`config.mk`:
```
export PLATFORM = sky130hd
export DESIGN_NAME = audio_resampler_nch
export DESIGN_NICKNAME = d
export VERILOG_FILES = /design/src/rtl/audio_resampler_nch.sv
export SDC_FILE = /design/constraint.sdc
export NUM_CORES = 1
export LEC_CHECK = 0
export BUFFER_PORTS_ARGS = -buffer_cell sky130_fd_sc_hd__buf_2
export CORE_MARGIN = 2
export CORE_UTILIZATION = 45
export CTS_CLUSTER_SIZE = 24
export DETAILED_ROUTE_END_ITERATION = 6
export HOLD_SLACK_MARGIN = 0.08
export SLEW_MARGIN = 20
export SYNTH_ARGS = -nofsm -noshare
export SYNTH_HDL_FRONTEND = slang
export SYNTH_SLANG_ARGS = --single-unit
```
`constraint.sdc`:
```
create_clock -name clk -period 3.82 [get_ports clk]
set_input_delay 0.764 -clock clk [delete_from_list [all_inputs] [get_ports clk]]
set_output_delay 0.764 -clock clk [all_outputs]
set_load 0.1 [all_outputs]
```
`src/rtl/audio_resampler_nch.sv`:
```
// N-channel audio sample-clock generator with sample/hold, shift+saturate and stepped volume.
// Latency: audio_out valid 2 cycles after sample_stb. No backpressure: output is a strobe stream.
module audio_resampler_nch #(
    parameter int CLK_HZ   = 31500000,
    parameter int RATE_HZ  = 48000,
    parameter int CHANNELS = 2,
    parameter int IN_W     = 18,
    parameter int SHIFT    = 1,
    parameter int OUT_W    = 16,
    parameter int VOL_BITS = 2
) (
    input  logic                      clk,
    input  logic                      reset_n,
    input  logic                      enable,
    input  logic [CHANNELS*IN_W-1:0]  audio_in,
    input  logic [VOL_BITS-1:0]       volume,
    input  logic                      clip_clr,
    output logic                      clk_audio,
    output logic                      sample_stb,
    output logic [CHANNELS*OUT_W-1:0] audio_out,
    output logic                      out_valid,
    output logic [CHANNELS-1:0]       clip
);

    localparam int ACC_W = $clog2(CLK_HZ) + 1;
    localparam logic [ACC_W:0] ACC_STEP  = (ACC_W+1)'(2 * RATE_HZ);
    localparam logic [ACC_W:0] ACC_LIMIT = (ACC_W+1)'(CLK_HZ);
    localparam int EXT_W = ((IN_W > OUT_W) ? IN_W : OUT_W) + 1;
    localparam logic signed [EXT_W-1:0] SAT_MAX = {{(EXT_W-OUT_W+1){1'b0}}, {(OUT_W-1){1'b1}}};
    localparam logic signed [EXT_W-1:0] SAT_MIN = {{(EXT_W-OUT_W+1){1'b1}}, {(OUT_W-1){1'b0}}};
    localparam logic [VOL_BITS-1:0] VOL_MAX = '1;

    if (2 * RATE_HZ >= CLK_HZ) begin : g_rate_chk
        $error("audio_resampler_nch: 2*RATE_HZ must be below CLK_HZ");
    end
    if (CHANNELS < 1) begin : g_ch_chk
        $error("audio_resampler_nch: CHANNELS must be at least 1");
    end
    if (SHIFT < 0 || SHIFT > IN_W - 2) begin : g_shift_chk
        $error("audio_resampler_nch: SHIFT out of range");
    end

    // Returns {clip_hit, saturated_sample}.
    function automatic logic [OUT_W:0] saturate(input logic [IN_W-1:0] s);
        logic signed [EXT_W-1:0] v;
        v = {{(EXT_W-IN_W){s[IN_W-1]}}, s};
        v = v >>> SHIFT;
        if (v > SAT_MAX) begin
            saturate = {1'b1, SAT_MAX[OUT_W-1:0]};
        end else if (v < SAT_MIN) begin
            saturate = {1'b1, SAT_MIN[OUT_W-1:0]};
        end else begin
            saturate = {1'b0, v[OUT_W-1:0]};
        end
    endfunction

    // Each volume step below maximum halves the level (floor rounding).
    function automatic logic [OUT_W-1:0] scale(input logic [OUT_W-1:0] x,
                                               input logic [VOL_BITS-1:0] vol);
        logic signed [OUT_W-1:0] xs;
        xs = x;
        if (vol == '0) begin
            scale = '0;
        end else begin
            scale = xs >>> (VOL_MAX - vol);
        end
    endfunction

    logic [ACC_W-1:0] acc;
    logic [ACC_W:0]   acc_sum;
    logic [ACC_W-1:0] acc_nxt;
    logic             wrap;
    logic             stb_nxt;

    always_comb begin
        acc_sum = {1'b0, acc} + ACC_STEP;
        wrap    = (acc_sum >= ACC_LIMIT);
        acc_nxt = acc_sum[ACC_W-1:0];
        if (wrap) begin
            acc_nxt = ACC_W'(acc_sum - ACC_LIMIT);
        end
        stb_nxt = wrap && !clk_audio;
    end

    always_ff @(posedge clk or negedge reset_n) begin
        if (!reset_n) begin
            acc        <= '0;
            clk_audio  <= 1'b0;
            sample_stb <= 1'b0;
        end else if (!enable) begin
            acc        <= '0;
            clk_audio  <= 1'b0;
            sample_stb <= 1'b0;
        end else begin
            acc        <= acc_nxt;
            sample_stb <= stb_nxt;
            if (wrap) begin
                clk_audio <= ~clk_audio;
            end
        end
    end

    // Capture happens on the same edge that raises sample_stb, so out_valid lands two cycles later.
    logic [CHANNELS-1:0][IN_W-1:0]  hold_dat;
    logic [VOL_BITS-1:0]            hold_vol;
    logic                           s1_vld;
    logic [CHANNELS-1:0][OUT_W-1:0] s1_dat;
    logic [VOL_BITS-1:0]            s1_vol;
    logic                           s2_vld;
    logic [CHANNELS-1:0][OUT_W-1:0] sat_dat;
    logic [CHANNELS-1:0]            sat_hit;
    logic [CHANNELS-1:0][OUT_W-1:0] vol_dat;

    always_comb begin
        sat_dat = '0;
        sat_hit = '0;
        vol_dat = '0;
        for (int c = 0; c < CHANNELS; c++) begin
            {sat_hit[c], sat_dat[c]} = saturate(hold_dat[c]);
            vol_dat[c]               = scale(s1_dat[c], s1_vol);
        end
    end

    always_ff @(posedge clk or negedge reset_n) begin
        if (!reset_n) begin
            hold_dat  <= '0;
            hold_vol  <= '0;
            s1_vld    <= 1'b0;
            s1_dat    <= '0;
            s1_vol    <= '0;
            s2_vld    <= 1'b0;
            audio_out <= '0;
            out_valid <= 1'b0;
            clip      <= '0;
        end else if (!enable) begin
            hold_dat  <= '0;
            hold_vol  <= '0;
            s1_vld    <= 1'b0;
            s1_dat    <= '0;
            s1_vol    <= '0;
            s2_vld    <= 1'b0;
            audio_out <= '0;
            out_valid <= 1'b0;
            clip      <= '0;
        end else begin
            s1_vld    <= stb_nxt;
            s2_vld    <= s1_vld;
            out_valid <= s2_vld;
            if (stb_nxt) begin
                hold_dat <= audio_in;
                hold_vol <= volume;
            end
            if (s1_vld) begin
                s1_dat <= sat_dat;
                s1_vol <= hold_vol;
            end
            if (s2_vld) begin
                audio_out <= vol_dat;
            end
            // A saturation in the same cycle as clip_clr keeps its flag.
            clip <= (clip & ~{CHANNELS{clip_clr}}) | (s1_vld ? sat_hit : '0);
        end
    end

endmodule

```
# Word level (Yosys, flattened, before mapping)
# Cells that the tools add are included.
# totals
output_inout_bits,37
input_bits,42
elab_cells,59
regBits,136
# op_classes
muxes,25
shifts,2
magnitude_cmp,5
n_addsub,3
reduce_logical,3
bitwise,4
eq_ne,4
# ops
op,count
32-bit two-way mux,4
36-bit two-way mux,2
17-bit two-way mux,4
26-bit two-way mux,2
"17-bit by 16-bit greater-than comparator with 1-bit output, second input constant",2
"17-bit by 16-bit < comparator with 1-bit output, second input constant",2
16-bit two-way mux,2
16-bit by 2-bit >>> shifter with 16-bit output,2
"26-bit by 17-bit adder with 27-bit output, second input constant",1
"27-bit by 25-bit >= comparator with 1-bit output, second input constant",1
"26-bit by 25-bit subtractor with 26-bit output, second input constant",1
2-bit two-way mux,6
"2-bit by 1-bit inequality test with 1-bit output, second input constant",4
1-bit two-way mux,5
2-bit AND,1
2-bit logical NOT,1
2-bit NOT,1
2-bit OR,1
"2-bit subtractor, first input constant",1
1-bit logical AND,1
1-bit logical NOT,1
1-bit NOT,1

# Depth between registers and ports, before layout
# depth
depth_word,6
ltp_mapped,13

# Worst setup path after synthesis
# OpenSTA, ideal clock, no wires.
# synth_path
kind,register -> register
from,register acc[8]
to,register hold_dat[35] (netlist bit)
setup_time_ns,0.121
stages_incl_launch_ff,14
required_time_ns,3.699
slack_ns,0.819
path_buffers,3
t_arrival_ns,2.880
period_less_slack_ns,3.001
cell_sequence,dfrtp_1 buf_2 inv_1 ha_1 xnor2_1 nor3_1 nor3_1 a221oi_4 a311o_4 o21ai_4 buf_6 nor3_4 buf_6 a22o_1
# synth_via
elab_chain_cells,4
# synth_rtl
item,line_no,rtl
from (decl),69,logic [ACC_W-1:0] acc;
from (signal assigned),95,acc <= acc_nxt;
26-bit by 17-bit adder with 27-bit output,76,"acc_sum = {1'b0, acc} + ACC_STEP;"
27-bit by 25-bit >= comparator with 1-bit output,77,wrap = (acc_sum >= ACC_LIMIT);
1-bit logical AND,82,stb_nxt = wrap && !clk_audio;
2-bit by 1-bit inequality test with 1-bit output (no source line),--,
to (signal assigned),150,hold_dat <= audio_in;
to (decl),104,logic [CHANNELS-1:0][IN_W-1:0] hold_dat;
# Every way passes these cells.
# A chain may end at the register's enable or synchronous reset.

# Final worst setup path
# layout_path
from,register acc[9]
to,register hold_dat[21] (netlist bit)
# The elaborated chain is that of the path after synthesis.

==> impl_metrics.tcl <==
set metrics [dict create \
    outcome "finished clean" \
    drt-pass1-iter-count 5 \
    io_buffer_count 76 \
    synth_seq_cells 129 \
    synth.most_common_cell "dfrtp_1" \
    core_um2 14400 \
    syn_area_per_cell_um2 10.1 \
    cts.htree.levels 4 \
    post_cts_resize_count 0 \
    wl_mm 15.9 \
    fin_crit_ns 3.46 \
    clock_skew_ns 0.00557 \
    cts-hold-fix-buffers 0 \
    num_vias 5234 \
    syn-num-nets 701 \
    critPathKind "flip-flop to flip-flop" \
    num_rows 44 \
    worst_pin_slew_ns 0.945 \
    path_cells "inv_1 -> ha_1 -> nor2b_1 -> o21ai_0 -> nor3_1 -> a221oi_4 -> a311o_4 -> o21ai_4 -> nor3_4 -> buf_4 -> a22o_1" \
    avgViaCountPerCell 5.73 \
    cts.clk_slew.worst_paths_ns 0.06 \
    fillers 1296 \
    yosysSeqAreaShare_pct 49.0 \
    grt_pass1_vias 4993 \
    crit_arrival_ns 3.77 \
    design_area_um2 7680 \
    synth_edf_count 0 \
    route.detailed.drc 0 \
    ant_nets 0 \
    cts_buffer_depth 2 \
    total_power_uw 3750 \
    ys_warn_count 0 \
    syn_area_um2 6590 \
    synth_top_area_share_pct 49.0 \
    overflow 0 \
    num-nets-final 763 \
    yosys.cell_types.count 65 \
    switching_share_pct 30.2 \
    netlist_instances 655 \
    root_buffer "clkbuf_16" \
    fin_hold_ws_ns 0.338 \
    ys_top_cells_by_count "dfrtp_1 (129), nor2_1 (79), a21oi_1 (71)" \
    start_util_pct 45.7 \
    cp_slowest_cell "dfrtp_1" \
    drv_slew 0 \
    antenna_found_initial 0 \
    grt_pass1_wl_mm 26.7 \
    area_growth_pct 16.5 \
    p_seq_share_pct 39.4 \
    place_inst 882 \
    dr.first_iter.drc_count 407 \
    die_h_um 125 \
    ios 79 \
    grt_max_degree 87 \
    synthArstFlopShare_pct 100 \
    die_w_um 125 \
    synth_area_leaders "dfrtp_1 (49%), a22o_1 (5.6%), a21oi_1 (5.4%)" \
    p_clk_share_pct 42.8 \
    hold_class "input port to async pin" \
    p_leak_uw 0.00356 \
    design.die.area_um2 15600 \
    power_frac_comb_pct 17.8 \
    place_area_um2 7100 \
    rsz0062_at_grt "no" \
    grtUsageTotal_pct 21.2 \
    postCtsSetupRepairBufs 0 \
    p_sw_uw 1130 \
    critPathMaxFanout 37 \
    powerDensity_nw_per_um2 488 \
    synth_flop_cell "dfrtp_1" \
    yosysTopAreaCell "dfrtp_1" \
    max_stage_delay_ns 0.51 \
    cap_viol_max_count 0 \
    dpl.hpwl_mm 10.9 \
    setup-tns-final_ns 0 \
    ir_worst_vdd_mv 0.278 \
    intPower_uw 2620 \
    place_congestion 0.801 \
    diodes 0 \
    cts_buffers 17 \
    drive_gt1_share_pct 21.0 \
    required_ns 4.13 \
    clkLatencyLatePin_ns 0.42 \
    cts_tree "built" \
    hold_viol 0 \
    relSlewSlack_pct 37.0 \
    setup_viol 0 \
    period_share_pct 90.6 \
    timing.fmax_ghz 0.289 \
    post_drt_wl_per_cell_um 17.4 \
    cts_sinks 129 \
    final_cells 914 \
    critPathLaunchType "flip-flop" \
    crit_path_end_kind "flip-flop" \
]
## cell families (layout without fill, tap and decap cells)
logic type | count (synthesis) | count (layout) | share of synthesized area [%]
DFF | 129 | 129 | 49.0
muxes | 49 | 49 | 7.93
buffers and inverters | 57 | 132 | 4.16
and+or+nand+nor | 159 | 159 | 11.4
adders and majority gates | 4 | 4 | 0.759
AOI/OAI and AO/OA | 233 | 233 | 23.6
xor gates and xnor gates | 24 | 24 | 3.19
## per-stage QoR
step	util [%]	setup slack, ns
CTS	53.2	0.377
detailed placement	49.2	0.387
finish	53.2	0.358
global route	53.2	0.139
global placement	49.2	0.483
floorplan	-	0.819
## metal layers
layer  share of wire [%]  track usage (%)  vias up
met5                   0                0        -
met4                 1.2             6.67        0
met3                 4.1             4.49       16
met2                  42             29.6      116
met1                  53             32.9     2571
li1                    -                -     2531
## critical path, delay by kind of cell, from the launching register on
family	cells	cell delay, ns
AOI/OAI and AO/OA	5	1.46
adders and majority gates	1	0.28
buffers and inverters	2	0.39
DFF	1	0.51
and+or+nand+nor	3	0.70
## power by group through the flow
| stage | combinational (uW) | sequential [uW] | clock (uW) |
|---|---|---|---|
| after floorplan | 532 | 1460 | 0 |
| after global placement | 644 | 1500 | 0 |
| after detailed placement | 657 | 1500 | 0 |
| after CTS | 662 | 1480 | 1630 |
| after global routing | 739 | 1490 | 1690 |
| final | 669 | 1480 | 1600 |
## flip-flops by register name, summed over array words and instances, names as in the netlist
name       count
hold_vol       2
out_valid      1
s2_vld         1
hold_dat      34
clip           2
s1_dat        32
s1_vol         2
s1_vld         1
audio_out     32
clk_audio      1
acc           21
## cell usage in the layout (no fill, tap or decap), types with 3 or more instances in the layout
cell type   instances
inv_6               4
buf_4              12
nor3_1             12
clkbuf_16          17
nand2_1            25
mux2_2             12
a31oi_1             6
buf_2              75
mux2i_1            35
nor2b_1             4
o211ai_1           10
xor2_1              9
clkinvlp_4          3
o21ai_0            55
inv_1              10
and2_1              4
a21oi_1            71
xnor2_1            15
dfrtp_1           128
nand2b_1            7
a21o_1              4
nor4_1              4
o21a_1              5
ha_1                4
nor2_1             79
a22o_1             42
or3_1               3
clkinv_2            4
a211oi_1            7
a22oi_1             6
nand3_1             6
## layout make-up
type	instances	area [um2]	area share, %
repair buffers	89	505	6.58
well taps	184	230	3.00
clock inverters	15	158	2.05
clock buffers	17	425	5.54
multi-input cells	469	3090	40.2
inverters	11	41.3	0.538
flip-flops and latches	129	3230	42.0
## worst paths after layout
path	cells past startpoint	startpoint	to	slack (ns)
min in group clk	2	audio_out[18]	audio_out[18]	0.48
max in group asynchronous	2	reset_n	s1_vol[1]	2.60
min reg2reg	2	audio_out[18]	audio_out[18]	0.48
max	11	acc[9]	hold_dat[21]	0.36
max reg2reg	11	acc[9]	hold_dat[21]	0.36
min	1	reset_n	acc[17]	0.34
(Power assumes the default switching activity.)
